### src/rtl/data_assembly_register.sv
// Lane-wise data assembly register: builds a DATA_WIDTH word from IN_WIDTH lanes, hands it off via valid/ready.
// Optional sticky overflow flag and Ovf port when DATA_ASSY_OVF_EN is defined.
module data_assembly_register #(
   parameter int DATA_WIDTH = 32,
   parameter int IN_WIDTH   = 8
) (
   input  logic                                         Clock,
   input  logic                                         Reset,
   input  logic                                         E,
   input  logic [2:0]                                   FunSel,
   input  logic [IN_WIDTH-1:0]                          I,
   input  logic                                         OutReady,
   output logic [DATA_WIDTH-1:0]                        DROut,
   output logic [$clog2(DATA_WIDTH/IN_WIDTH+1)-1:0]     Count,
   output logic                                         OutValid
`ifdef DATA_ASSY_OVF_EN
   ,
   output logic                                         Ovf
`endif
);

   localparam int LANES = DATA_WIDTH / IN_WIDTH;
   localparam int CW    = $clog2(LANES + 1);
   localparam logic [CW-1:0] FULL_C = CW'(LANES);

   typedef enum logic [2:0] {
      OP_SLOAD = 3'b000,
      OP_ZLOAD = 3'b001,
      OP_SHLI  = 3'b010,
      OP_SHRI  = 3'b011,
      OP_CLR   = 3'b100,
      OP_SHLO  = 3'b101,
      OP_SHRO  = 3'b110,
      OP_ASRO  = 3'b111
   } op_t;

   // Lane count saturates at both ends instead of wrapping.
   function automatic logic [CW-1:0] sat_inc(input logic [CW-1:0] c);
      return (c == FULL_C) ? c : c + CW'(1);
   endfunction

   function automatic logic [CW-1:0] sat_dec(input logic [CW-1:0] c);
      return (c == '0) ? c : c - CW'(1);
   endfunction

   function automatic logic [DATA_WIDTH-1:0] sext(input logic signed [IN_WIDTH-1:0] v);
      return {{(DATA_WIDTH-IN_WIDTH){v[IN_WIDTH-1]}}, v};
   endfunction

   logic [DATA_WIDTH-1:0]        dr_p0, dr_nxt;
   logic signed [DATA_WIDTH-1:0] dr_s;
   logic [CW-1:0]                cnt_p0, cnt_nxt, cnt_acc;
   logic                         vld_p0;
   logic                         accept;
   logic                         ovf_p0, ovf_nxt;
   op_t                          op;

   assign accept = vld_p0 & OutReady;
   // Handshake is resolved first; the operation then sees the post-accept count.
   assign cnt_acc = accept ? '0 : cnt_p0;
   assign dr_s    = dr_p0;
   assign op      = op_t'(FunSel);

   always_comb begin
      dr_nxt  = dr_p0;
      cnt_nxt = cnt_acc;
      ovf_nxt = ovf_p0;
      if (E) begin
         case (op)
            OP_SLOAD: begin dr_nxt = sext(I);                          cnt_nxt = CW'(1); end
            OP_ZLOAD: begin dr_nxt = {{(DATA_WIDTH-IN_WIDTH){1'b0}}, I}; cnt_nxt = CW'(1); end
            OP_SHLI: begin
               dr_nxt  = {dr_p0[DATA_WIDTH-IN_WIDTH-1:0], I};
               cnt_nxt = sat_inc(cnt_acc);
               if (cnt_acc == FULL_C) ovf_nxt = 1'b1;
            end
            OP_SHRI: begin
               dr_nxt  = {I, dr_p0[DATA_WIDTH-1:IN_WIDTH]};
               cnt_nxt = sat_inc(cnt_acc);
               if (cnt_acc == FULL_C) ovf_nxt = 1'b1;
            end
            OP_CLR: begin dr_nxt = '0; cnt_nxt = '0; ovf_nxt = 1'b0; end
            OP_SHLO: begin dr_nxt = dr_p0 << IN_WIDTH;             cnt_nxt = sat_dec(cnt_acc); end
            OP_SHRO: begin dr_nxt = dr_p0 >> IN_WIDTH;             cnt_nxt = sat_dec(cnt_acc); end
            OP_ASRO: begin dr_nxt = $unsigned(dr_s >>> IN_WIDTH);  cnt_nxt = sat_dec(cnt_acc); end
            default: ;
         endcase
      end
   end

   // Stage p0: registered word, lane count, valid and overflow.
   always_ff @(posedge Clock or negedge Reset) begin
      if (!Reset) begin
         dr_p0  <= '0;
         cnt_p0 <= '0;
         vld_p0 <= 1'b0;
         ovf_p0 <= 1'b0;
      end else begin
         dr_p0  <= dr_nxt;
         cnt_p0 <= cnt_nxt;
         vld_p0 <= (cnt_nxt == FULL_C);
         ovf_p0 <= ovf_nxt;
      end
   end

   assign DROut    = dr_p0;
   assign Count    = cnt_p0;
   assign OutValid = vld_p0;
`ifdef DATA_ASSY_OVF_EN
   assign Ovf = ovf_p0;
`else
   logic unused_ovf;
   assign unused_ovf = ovf_p0;
`endif

endmodule

### config.mk
export PLATFORM = sky130hd
export DESIGN_NAME = data_assembly_register
export DESIGN_NICKNAME = d
export VERILOG_FILES = /design/src/rtl/data_assembly_register.sv
export SDC_FILE = /design/constraint.sdc
export NUM_CORES = 1
export LEC_CHECK = 0
export CAP_MARGIN = 20
export CORE_AREA = 5 5 65 79
export CTS_CLUSTER_DIAMETER = 200
export DETAILED_ROUTE_END_ITERATION = 8
export DIE_AREA = 0 0 70 84
export HOLD_SLACK_MARGIN = 0.03
export PLACE_DENSITY = 0.72
export SYNTH_ARGS = -nofsm -noshare
export SYNTH_HDL_FRONTEND = slang
export SYNTH_SLANG_ARGS = --single-unit
### constraint.sdc
create_clock -name Clock -period 2.2 [get_ports Clock]
set_input_delay 0.33 -clock Clock [delete_from_list [all_inputs] [get_ports Clock]]
set_output_delay 0.33 -clock Clock [all_outputs]
set_load 0.03 [all_outputs]
==> impl_metrics.tcl, run 1 <==
set metrics [dict create \
    status "finished, final reports clean" \
    clockBufferDepth 2 \
    fp.dieH_um 84 \
    synth_compound_area_share_pct 30.0 \
    muxShareOfSynthArea_pct 4.08 \
    avgSynthCellArea_um2 9.91 \
    clk_pin_slew_ns 0.08 \
    dr.pass1.iters 4 \
    grt_overflow 0 \
    tightest_slew_ns 0.851 \
    period_minus_slack_ns 1.88 \
    path_cells "clkdlybuf4s50_1 > nand2_1 > nand2_1 > ha_1 > ha_1 > nand3b_1 > xor2_1 > o2bb2ai_1 > o2111a_1" \
    synthArstFlopShare_pct 100 \
    worstPathRequired_ns 2.43 \
    synth_flop_cell "dfrtp_1" \
    num-fill-cells 390 \
    numPortBuffers 50 \
    regArea_um2 901 \
    synthXorXnorAreaFrac_pct 0.446 \
    die-area_um2 5880 \
    hp-class "input pin to asynchronous set/reset pin" \
    drv_slew 0 \
    synth_top_family_by_area "compound AO/OA/AOI/OAI gates" \
    critical_path_class "input pin to register" \
    relSlewSlack_pct 43.3 \
    drt_wl_total_um 5050 \
    synthCells 198 \
    ctsHoldBuffers 0 \
    grt_setup_unrepaired "no" \
    dp_hpwl_um 3580 \
    cp.arrival_ns 2.10 \
    clk_latency_ns 0.29 \
    drc 0 \
    place_inst 308 \
    synth_adder_area_share_pct 1.28 \
    antenna_cells 0 \
    cts_resized 0 \
    drive_gt1_share_pct 14.3 \
    fin_skew_ns 0.00348 \
    cp_max_fo 3 \
    wl_per_cell_um 16.0 \
    synth.largest_area_cell "dfrtp_1" \
    rows 27 \
    layout.cells.non_filler 316 \
    finalSetupViolCount 0 \
    ir_drop_uv 468 \
    cts_root_buf "clkbuf_8" \
    dp_slack_ns 0.0378 \
    min_period_over_period_pct 85.3 \
    core_area_um2 4390 \
    area_growth_pct 35.8 \
    antenna_found_initial 0 \
    synth.yosys.warnings 0 \
    startpoint_type "input pin" \
    grt_pass1_vias 1808 \
    postPlaceCellArea_um2 2580 \
    setup_ws_ns 0.323 \
    start_util_pct 44.7 \
    fmax_mhz 533 \
    synthDistinctLibCells 34 \
    hold_viol_final 0 \
    cts_setup_buffers 0 \
    multi_input_area_um2 967 \
    slowest_delay_ns 0.44 \
    drtAntennaViolNets 0 \
    synth_nets 215 \
    seq_area_frac_synth_pct 45.9 \
    die_w_um 70 \
    synth_edf_count 0 \
    cpMaxStageDelayCell "clkdlybuf4s50_1" \
    p_leak_uw 0.00113 \
    cts_sinks 36 \
    setup_tns_ns 0 \
    vias 1763 \
    synthesis.area_um2 1960 \
    gp_congestion 0.797 \
    io_pins 51 \
    ys_ff_latch 36 \
    final_core_util_pct 60.7 \
    endpoint_kind "register" \
    grt_pass1_wl_um 8550 \
    synthTopCellsByArea "dfrtp_1 46%, nor2_1 8.0%, a221oi_2 7.7%, mux2i_1 4.1%, a221oi_1 3.1%" \
    cts_tree "built" \
    max_cap_viol_count 0 \
    nets 274 \
    cts_htree_levels 2 \
    drt-initial-drc-count 118 \
    grt.total_usage_pct 17.8 \
    synth_simple_gate_area_share_pct 13.5 \
    cellPowerDensity_nw_per_um2 884 \
    stdcell_area_um2 2660 \
    synth_top_cell_area_share_pct 45.9 \
    cts_buffers 5 \
    grt_max_degree 37 \
    viasPerCell 5.58 \
]
==> routing by layer <==
| layer | up-vias | track usage [%] | wire length (um) |
|---|---|---|---|
| li1 | 850 | - | - |
| met1 | 858 | 22.7 | 2250 |
| met2 | 49 | 30.1 | 2500 |
| met3 | 6 | 3.25 | 248 |
| met4 | 0 | 5.92 | 55 |
| met5 | - | 0 | 0 |
==> per-stage QoR <==
stage	hold WS (ns)	power, uW
floorplan	0.0344	1480
global placement	0.547	1890
detailed placement	0.552	1900
CTS	0.470	2370
global route	0.507	2490
finish	0.450	2360
==> registers in the layout, summed over array words and instances (netlist names) <==
signal    cells
Count         3
DROut        32
OutValid      1
==> worst paths after layout <==
path,start,end,slack (ns),cells after the start
max,OutReady,OutValid,0.32,9
min,Reset,DROut[13],0.45,2
min in group Clock,DROut[3],DROut[3],0.56,2
max reg2reg,OutValid,OutValid,0.40,8
max in group asynchronous,Reset,DROut[18],1.42,2
min reg2reg,DROut[3],DROut[3],0.56,2
==> placed cells by master (no fill, tap or decap), types with 4 or more instances in the layout <==
master           instances
a22oi_1                  8
mux2i_1                  8
a221oi_1                 7
nor2_1                  42
clkdlybuf4s50_1         50
nand2_1                 13
o22a_1                   7
o21ai_0                 12
a221oi_2                10
inv_1                    4
clkbuf_8                 5
a21oi_1                 12
buf_4                   16
dfrtp_1                 36
==> layout make-up <==
type / count / area share (%)
inverters: 4 / 0.564
clock buffers: 5 / 2.58
flip-flops and latches: 36 / 33.8
clock inverters: 3 / 0.705
well taps: 58 / 2.72
repair buffers: 66 / 23.3
multi-input cells: 144 / 36.3
==> cell usage after synthesis (all sizes together) (2+ instances only) <==
cell    count
a22oi       8
nand2b      2
nand3       3
dfrtp      36
o21ai      12
clkbuf      5
a21oi      12
o22a        7
nand2      13
mux2i       8
a31oi       3
inv         4
nor2       42
a221oi     17
ha          2
buf         9
==> worst max-delay path, delay by kind of cell <==
family / cells / cell delay [ns]
fa+ha+maj: 2 / 0.43
compound gates: 2 / 0.36
simple gates: 3 / 0.37
buf+inv: 1 / 0.44
xor+xnor: 1 / 0.16
==> logic make-up (layout without fill, tap and decap cells) <==
logic type      count (synthesis)  count (layout)
mux                             8               8
buf+inv                        18              78
flops                          36              36
simple gates                   64              64
xor+xnor                        1               1
compound gates                 69              69
fa+ha+maj                       2               2
==> report_power, final <==
group / leakage, uW / switching (uW) / internal (uW)
Combinational: 0.000659 / 538 / 436
Sequential: 0.000426 / 136 / 774
Clock: 0.0000479 / 251 / 221
Total: 0.00113 / 925 / 1430
Power figures use the tool's default switching activity.
==> inputs of run 2 (changes only) <==
--- a/config.mk
+++ b/config.mk
@@ -5,13 +5,14 @@
 export SDC_FILE = /design/constraint.sdc
 export NUM_CORES = 1
 export LEC_CHECK = 0
+export ABC_AREA = 1
 export CAP_MARGIN = 20
-export CORE_AREA = 5 5 65 79
+export CORE_AREA = 5 5 66 80
 export CTS_CLUSTER_DIAMETER = 200
 export DETAILED_ROUTE_END_ITERATION = 8
-export DIE_AREA = 0 0 70 84
+export DIE_AREA = 0 0 71 85
 export HOLD_SLACK_MARGIN = 0.03
-export PLACE_DENSITY = 0.72
+export PLACE_DENSITY = 0.73
 export SYNTH_ARGS = -nofsm -noshare
 export SYNTH_HDL_FRONTEND = slang
 export SYNTH_SLANG_ARGS = --single-unit
==> run 2 against run 1 <==
Die area is 2.6% higher. Cell count is 16% higher. Clock skew is 0.0054 ns higher. Flip-flop and latch count stayed put. Critical path depth is 4 higher. Final area is 3.0% higher. Global-route usage is 1.4 points higher. Synthesized area is 5.7% higher. Maximum frequency is 0.13% higher. Register-to-register slack worse by 0.02 ns. Clock power is 24% higher. Utilization is 0.88 points higher. Highest routed layer unchanged.
==> impl_metrics.tcl, run 2 <==
set metrics [dict create \
    cp_max_fo 5 \
    synth_top_cell_area_share_pct 43.4 \
    cts_resized 0 \
    cts_buffers 5 \
    final_cell_mix "50 x clkdlybuf4s50_1, 42 x inv_1, 36 x dfrtp_1" \
    antenna_found_initial 0 \
    cts_setup_buffers 0 \
    fin_skew_ns 0.00887 \
    synth.most_common_cell "inv_1" \
    die_w_um 71 \
    ir_drop_uv 410 \
    synth_nets 269 \
    final_core_util_pct 61.5 \
    dr.pass1.iters 5 \
    rows 27 \
    synth.yosys.warnings 0 \
    startpoint_type "input pin" \
    cellPowerDensity_nw_per_um2 914 \
    worstPathRequired_ns 2.38 \
    critical_path_class "input pin to register" \
    grt_pass1_wl_um 9320 \
    antenna_cells 0 \
    synthDistinctLibCells 31 \
    cp.arrival_ns 2.05 \
    ctsHoldBuffers 0 \
    avgSynthCellArea_um2 8.23 \
    drtAntennaViolNets 0 \
    die-area_um2 6040 \
    synthCells 252 \
    fp.dieH_um 85 \
    viasPerCell 5.43 \
    fmax_mhz 534 \
    synthTopCellsByArea "dfrtp_1 43%, inv_1 7.6%, nand2_1 5.4%, nand3_1 5.3%, o22ai_1 5.1%" \
    core_area_um2 4460 \
    nets 324 \
    synthesis.area_um2 2070 \
    relSlewSlack_pct 68.1 \
    drc 0 \
    drt_wl_total_um 5450 \
    clockBufferDepth 2 \
    status "finished, final reports clean" \
    setup_tns_ns 0 \
    tightest_slew_ns 0.479 \
    grt.total_usage_pct 19.1 \
    clk_latency_ns 0.29 \
    synthArstFlopShare_pct 100 \
    min_period_over_period_pct 85.2 \
    wl_per_cell_um 14.9 \
    seq_area_frac_synth_pct 43.4 \
    max_cap_viol_count 0 \
    numPortBuffers 50 \
    num-fill-cells 409 \
    io_pins 51 \
    grt_max_degree 37 \
    cts_root_buf "clkbuf_8" \
    period_minus_slack_ns 1.87 \
    largest_reg_flops 32 \
    hold_viol_final 0 \
    drive_gt1_share_pct 17.5 \
    synth_flop_cell "dfrtp_1" \
    gp_congestion 0.806 \
    grt_setup_unrepaired "no" \
    cts_tree "built" \
    p_leak_uw 0.00129 \
    start_util_pct 46.5 \
    endpoint_kind "register" \
    grt_pass1_vias 1915 \
    cts_htree_levels 2 \
    grt_overflow 0 \
    hp-class "input pin to asynchronous set/reset pin" \
    drv_slew 0 \
    synth_edf_count 0 \
    cts_sinks 36 \
    area_growth_pct 32.3 \
    drt-initial-drc-count 111 \
    synth.largest_area_cell "dfrtp_1" \
    clk_pin_slew_ns 0.08 \
    finalSetupViolCount 0 \
    ys_ff_latch 36 \
    dp_hpwl_um 3790 \
    vias 1987 \
    layout.cells.most_common "clkdlybuf4s50_1" \
    synthTopCellsByCount "42 x inv_1, 36 x dfrtp_1, 30 x nand2_1, 22 x nand3_1, 20 x o21ai_1" \
]
## run 2: changes by cell type after synthesis, sizes merged, moves of 17 or more
cell	change
a221oi	-17
inv	+46
nand2	+28
nand3	+21
nor2	-32
o22ai	+20
## run 2: power breakdown
group	switching [uW]	internal [uW]	leakage, uW
Combinational	628	423	0.000800
Sequential	98.7	771	0.000438
Clock	251	335	0.0000541
Total	978	1530	0.00129
## run 2: cell type report
| cell class | count | area [um2] | area share [%] |
|---|---|---|---|
| inverters | 51 | 199 | 7.25 |
| multi-input cells | 156 | 907 | 33.1 |
| well taps | 58 | 72.6 | 2.64 |
| clock buffers | 5 | 68.8 | 2.51 |
| flip-flops and latches | 36 | 901 | 32.8 |
| repair buffers | 57 | 553 | 20.2 |
| clock inverters | 3 | 42.5 | 1.55 |
## run 2: logic make-up (layout without fill, tap and decap cells)
kind of cell	count (synthesis)	after routing	synth area share, %
AOI/OAI and AO/OA	78	78	24.4
adders and majority gates	2	2	1.21
buffers and inverters	60	116	12.8
DFF	36	36	43.4
and+or+nand+nor	76	76	18.2
## run 2: per-stage QoR
step | hold WS (ns) | setup slack [ns] | cells | total power (uW) | cell area [um2]
floorplan | 0.0344 | 0.314 | 252 | 1520 | 2070
global placement | 0.529 | 0.0970 | 358 | 1910 | 2630
detailed placement | 0.533 | 0.0274 | 358 | 1930 | 2630
CTS | 0.462 | 0.335 | 366 | 2530 | 2740
global route | 0.505 | 0.112 | 366 | 2670 | 2740
finish | 0.444 | 0.326 | 366 | 2510 | 2740
## run 2: final timing paths
kind                       startpoint  endpoint  cells past startpoint  slack, ns
min in group Clock           DROut[0]  DROut[0]                      2       0.55
hold / removal                  Reset  DROut[5]                      2       0.44
setup / recovery             OutReady  OutValid                     13       0.33
setup reg to reg             OutValid  OutValid                     12       0.38
max in group asynchronous       Reset  DROut[2]                      2       1.43
hold reg to reg              DROut[0]  DROut[0]                      2       0.55
## run 2: metal layers
| metal | track usage, % | wire length [um] |
|---|---|---|
| met3 | 5.21 | 361 |
| met1 | 25.4 | 2360 |
| met2 | 30.3 | 2650 |
| met4 | 6.15 | 78 |
| met5 | 0 | 0 |
## run 2: critical path, stage by stage
cell	delay (ns)
clkdlybuf4s50_1	0.40
nand2_1	0.14
nand2_1	0.12
ha_1	0.24
ha_1	0.20
inv_1	0.08
nand4_1	0.11
inv_1	0.07
nand2_1	0.04
nand3_1	0.06
nand2_1	0.05
a21oi_1	0.16
nor2_1	0.07
